## src/rtl/fp_normalize_pack.sv

```systemverilog
// fp_normalize_pack
// Back end of the single-precision add/sub datapath. Takes the signed-magnitude
// mantissa sum and the common biased exponent, normalizes it one shift per
// cycle (round-to-nearest-even when shifting right), and packs an IEEE-754
// single-precision word with zero/overflow/underflow status.
// One operation is in flight at a time; both sides use valid/ready.

module fp_normalize_pack #(
  parameter int EXP_W  = 8,
  parameter int MANT_W = 25
) (
  input  logic                      clk,
  input  logic                      rst,
  input  logic                      in_valid,
  output logic                      in_ready,
  input  logic                      in_sign,
  input  logic [EXP_W-1:0]          in_exp,
  input  logic [MANT_W-1:0]         in_mant,
  output logic                      out_valid,
  input  logic                      out_ready,
  output logic [EXP_W+MANT_W-2:0]   result,
  output logic                      zero,
  output logic                      overflow,
  underflow
);

  // Fraction width excludes the carry bit and the hidden bit.
  localparam int FRAC_W = MANT_W - 2;

  // The working exponent carries one extra bit so that a second right shift
  // after reaching the all-ones exponent cannot wrap around.
  localparam logic [EXP_W:0] EXP_ONE = {{EXP_W{1'b0}}, 1'b1};
  localparam logic [EXP_W:0] EXP_INF = {1'b0, {EXP_W{1'b1}}};
  localparam logic [MANT_W-1:0] MANT_ZERO = '0;

  typedef enum logic [1:0] {
    IDLE,
    NORM,
    DONE
  } state_t;

  state_t              state;
  logic                sign_q;
  logic [EXP_W:0]      exp_q;
  logic [MANT_W-1:0]   mant_q;
  logic [MANT_W-1:0]   round_inc;

  // Halving an odd mantissa leaves exactly one bit behind; rounding the tie to
  // even means bumping only when the surviving lsb would otherwise be odd.
  assign round_inc = {{(MANT_W-1){1'b0}}, mant_q[0] & mant_q[1]};

  // Handshake, iterative normalization and packing, all with registered outputs.
  always_ff @(posedge clk or posedge rst) begin
    if (rst) begin
      state     <= IDLE;
      in_ready  <= 1'b1;
      out_valid <= 1'b0;
      result    <= '0;
      zero      <= 1'b0;
      overflow  <= 1'b0;
      underflow <= 1'b0;
      sign_q    <= 1'b0;
      exp_q     <= '0;
      mant_q    <= '0;
    end else begin
      case (state)
        IDLE: begin
          if (in_valid) begin
            sign_q    <= in_sign;
            exp_q     <= {1'b0, in_exp};
            mant_q    <= in_mant;
            zero      <= 1'b0;
            overflow  <= 1'b0;
            underflow <= 1'b0;
            in_ready  <= 1'b0;
            if (in_exp == {EXP_W{1'b1}}) begin
              result    <= {in_sign, {EXP_W{1'b1}}, {FRAC_W{1'b0}}};
              overflow  <= 1'b1;
              out_valid <= 1'b1;
              state     <= DONE;
            end else begin
              state <= NORM;
            end
          end
        end

        NORM: begin
          if (mant_q == MANT_ZERO) begin
            // Exact cancellation always yields +0 regardless of sign.
            result    <= '0;
            zero      <= 1'b1;
            out_valid <= 1'b1;
            state     <= DONE;
          end else if (mant_q[MANT_W-1]) begin
            // Carry out of the adder: halve with rounding. A rounded value of
            // 2^24 is caught by this same branch on the next cycle.
            mant_q <= (mant_q >> 1) + round_inc;
            exp_q  <= exp_q + EXP_ONE;
          end else if (exp_q >= EXP_INF) begin
            result    <= {sign_q, {EXP_W{1'b1}}, {FRAC_W{1'b0}}};
            overflow  <= 1'b1;
            out_valid <= 1'b1;
            state     <= DONE;
          end else if (!mant_q[MANT_W-2] && (exp_q > EXP_ONE)) begin
            mant_q <= mant_q << 1;
            exp_q  <= exp_q - EXP_ONE;
          end else if (!mant_q[MANT_W-2]) begin
            // Exponent floor reached with no hidden bit: denormal encoding.
            result    <= {sign_q, {EXP_W{1'b0}}, mant_q[FRAC_W-1:0]};
            underflow <= 1'b1;
            out_valid <= 1'b1;
            state     <= DONE;
          end else begin
            result    <= {sign_q, exp_q[EXP_W-1:0], mant_q[FRAC_W-1:0]};
            out_valid <= 1'b1;
            state     <= DONE;
          end
        end

        DONE: begin
          if (out_ready) begin
            out_valid <= 1'b0;
            in_ready  <= 1'b1;
            state     <= IDLE;
          end
        end

        default: begin
          state     <= IDLE;
          in_ready  <= 1'b1;
          out_valid <= 1'b0;
        end
      endcase
    end
  end

endmodule

```

## config.mk

```make
export PLATFORM = sky130hd
export DESIGN_NAME = fp_normalize_pack
export DESIGN_NICKNAME = d
export VERILOG_FILES = /design/src/rtl/fp_normalize_pack.sv
export SDC_FILE = /design/constraint.sdc
export NUM_CORES = 1
export LEC_CHECK = 0
export BUFFER_PORTS_ARGS = -buffer_cell sky130_fd_sc_hd__buf_2
export CORE_MARGIN = 2
export CORE_UTILIZATION = 30
export DETAILED_ROUTE_END_ITERATION = 10
export GPL_TIMING_DRIVEN = 0
export SYNTH_ARGS = -nofsm -noshare
export SYNTH_HDL_FRONTEND = slang
export SYNTH_SLANG_ARGS = --single-unit
```

## constraint.sdc

```tcl
create_clock -name clk -period 2.53 [get_ports clk]
set_input_delay 0.253 -clock clk [delete_from_list [all_inputs] [get_ports clk]]
set_output_delay 0.253 -clock clk [all_outputs]
set_load 0.01 [all_outputs]
```

==> results_dict.tcl <==
set metrics [dict create \
    outcome "completed" \
    grt_pass1_vias 4119 \
    initial_utilization_pct 30.7 \
    grt_overflow_total 0 \
    setup_violations 0 \
    num-nets-final 652 \
    cap_viol_max_count 0 \
    reg2regPathDepth 7 \
    timing.critical_path.fanout_max 9 \
    final.period_utilization_pct 98.9 \
    dieWidth_microns 123 \
    asyncSetResetFlopFracSynth_pct 100 \
    hold_ws_ns 0.136 \
    design.die.area_sq_mm 0.0151 \
    drt_pass1_iterations 5 \
    totalWireLength_microns 14500 \
    crit_path_end "mant_q[17]" \
    rsz_0062_raised_after_global_routing "true" \
    timing.fmax_mhz 399 \
    synth_top_area_cell "dfrtp_1" \
    gr-usage-met2_pct 29.5 \
    dieHeight_microns 123 \
    layout_commonest_cell "nand2_1" \
    floorplan.rows 43 \
    final_design_area_no_fill_sq_mm 0.00559 \
    end_kind "register" \
    worst_setup_hold_path_clk_slew_ns 0.06 \
    core_sq_mm 0.0138 \
    n_antenna_cell 0 \
    yosys.area.top_type_share_pct 43.1 \
    cells_after_synth 505 \
    syn_area_sq_mm 0.00424 \
    synth_seq_cells 74 \
    postSynth.topFlopCell "dfrtp_1" \
    critical_path.startpoint "mant_q[4]" \
    grt.busiest_layer "met2" \
    synthDistinctLibCells 56 \
    clock_tree_from_tritoncts "yes" \
    setup.worst_path.class "register to register" \
    first_iter_violations 398 \
    clock_tree.htree_level_count 3 \
    track_usage_pct 19.3 \
    timing.critical_path.arrival_ns 2.73 \
    place.port_buffers 74 \
    cts-buffers-inserted 9 \
    worstSkewPairLatency_ns 0.34 \
    nFillCells 1389 \
    boundaryPins 75 \
    antenna_found_initial 0 \
    via_count 4442 \
    synth.top_cells.by_area "dfrtp_1 (43%), nand2_1 (9.0%), o21ai_0 (7.1%)" \
    synthToLayoutAreaGrowth_pct 31.8 \
    multi_input_comb_area_sq_mm 0.00234 \
    setup-tns-final_ns 0 \
    route.detailed.drc 0 \
    syn_nets 548 \
    worstSetupStartpointType "register" \
    cts_buffer_depth 2 \
    regToRegEndpoint "mant_q[17]" \
    reg2reg_slack_ns 0.03 \
    finalMaxSlewViolations 0 \
    post_synth.cell_area_avg_sq_um 8.39 \
    gp_congestion 0.909 \
    groute.layer.met1.usage_pct 26.0 \
    static_power_due_to_leakage_nw 2.50 \
    commonest_cells_after_routing_fill_and_taps_aside "nand2_1 (102), buf_2 (80), dfrtp_1 (72)" \
    seqCellArea_sq_mm 0.00185 \
    global_route_met3_usage_pct 4.32 \
    skew_ns 0.00629 \
    maximum_number_of_pins_on_one_net_before_global_route_repair 63 \
    place_hpwl_microns 10200 \
    final_hold_viol_count 0 \
    yosysSeqAreaShare_pct 43.7 \
    post-layout-total-power_w 0.00781 \
    max-slew-margin-rel_pct 44.6 \
    cts.sink_count 74 \
    grt_pass1_wl_microns 22100 \
    worstPathRequired_ns 2.75 \
    detail-route-antenna-nets 0 \
    viasPerCell 5.59 \
    min-delay-path-class "input pin to register" \
    synth_edf_count 0 \
    layout_min_cycle_time_ns 2.50 \
    avgRoutedWirePerCell_microns 18.3 \
    critical_path.reg2reg.startpoint "mant_q[4]" \
    postPlaceCellArea_sq_mm 0.00486 \
    tightest_slew_ns 0.828 \
    cellPowerDensity_mw_per_mm2 1400 \
    cts_root_buf "clkbuf_16" \
    drive_above_1_share_pct 25.4 \
    ys_warn_count 0 \
    ir_drop_mv 0.585 \
]
## power by group
group	internal [W]	switching, W
Combinational	0.00166	0.00249
Sequential	0.00173	0.000577
Clock	0.000872	0.000479
## registers in the layout (all words and copies together), names as in the netlist
register   flops
underflow      1
mant_q        25
result        32
sign_q         1
state          2
out_valid      1
overflow       1
in_ready       1
zero           1
exp_q          9
## per-layer routing
layer / vias to the layer above / part of all wire [%]
li1: 2037 / -
met2: 198 / 47
met3: 33 / 6.6
met4: 0 / 2.4
met1: 2174 / 44
met5: - / 0
## worst min-delay path by stage
stage / from / end / slack, ns / cells past startpoint
floorplan: out_ready / state[1] / 0.34 / 1
global placement: out_valid / out_valid / 0.46 / 2
detailed placement: rst / result[27] / 0.19 / 2
CTS: out_ready / state[1] / 0.13 / 2
global route: out_ready / state[1] / 0.15 / 2
finish: out_ready / state[1] / 0.14 / 2
## cell type report
cell class	instances	area share (%)
Buffer	34	3.63
Clock buffer	15	5.15
Clock inverter	1	0.537
Inverter	15	1.05
Multi-Input combinational cell	380	41.8
Sequential cell	74	33.2
Tap cell	180	4.03
Timing Repair Buffer	95	10.6
## timing repair
action	CTS	global route
gates cloned	1	2
setup endpoints to repair	68	67
hold endpoints to repair	12	0
pin swaps	5	10
buffers inserted	1	15
resized for setup	26	34
hold buffers	1	0
## stage by stage
step,cells,worst slack [ns],util [%]
floorplan,505,0.131,-
global placement,759,-0.581,35.0
detailed placement,760,-0.516,35.2
CTS,779,-0.00330,38.5
global route,794,-0.0416,40.4
finish,794,0.0266,40.4
## Yosys cell counts (all sizes together), types with 3 or more instances
library cell and number:
nand2 102, dfrtp 73, o21ai 63, nor2 32, a21oi 22, clkbuf 22, inv 15, buf 14
xor2 13, nand4 12, nor3 12, nand3 9, nor4 9, xnor2 9, a22o 8, and3 8
a222oi 7, a31oi 7, o22ai 7, a221oi 6, o31ai 6, ha 5, nor2b 5, a211oi 3
a221o 3
## critical path: stages (launching register included)
cell     delay (ns)
dfrtp_1        0.36
buf_2          0.19
nor4_4         0.32
nand4_1        0.26
o31a_1         0.44
o22ai_4        0.38
o32ai_1        0.16
a211o_1        0.29
## kinds of logic after synthesis
kind of cell	after synthesis	synth area share, %
buffers and inverters	51	5.11
XOR/XNOR	22	4.55
flip-flops	74	43.7
AND/OR/NAND/NOR	201	21.7
adder cells (fa/ha/maj)	5	1.48
AO/OA/AOI/OAI	152	23.5
No activity file was read; power rests on OpenSTA's default activity.
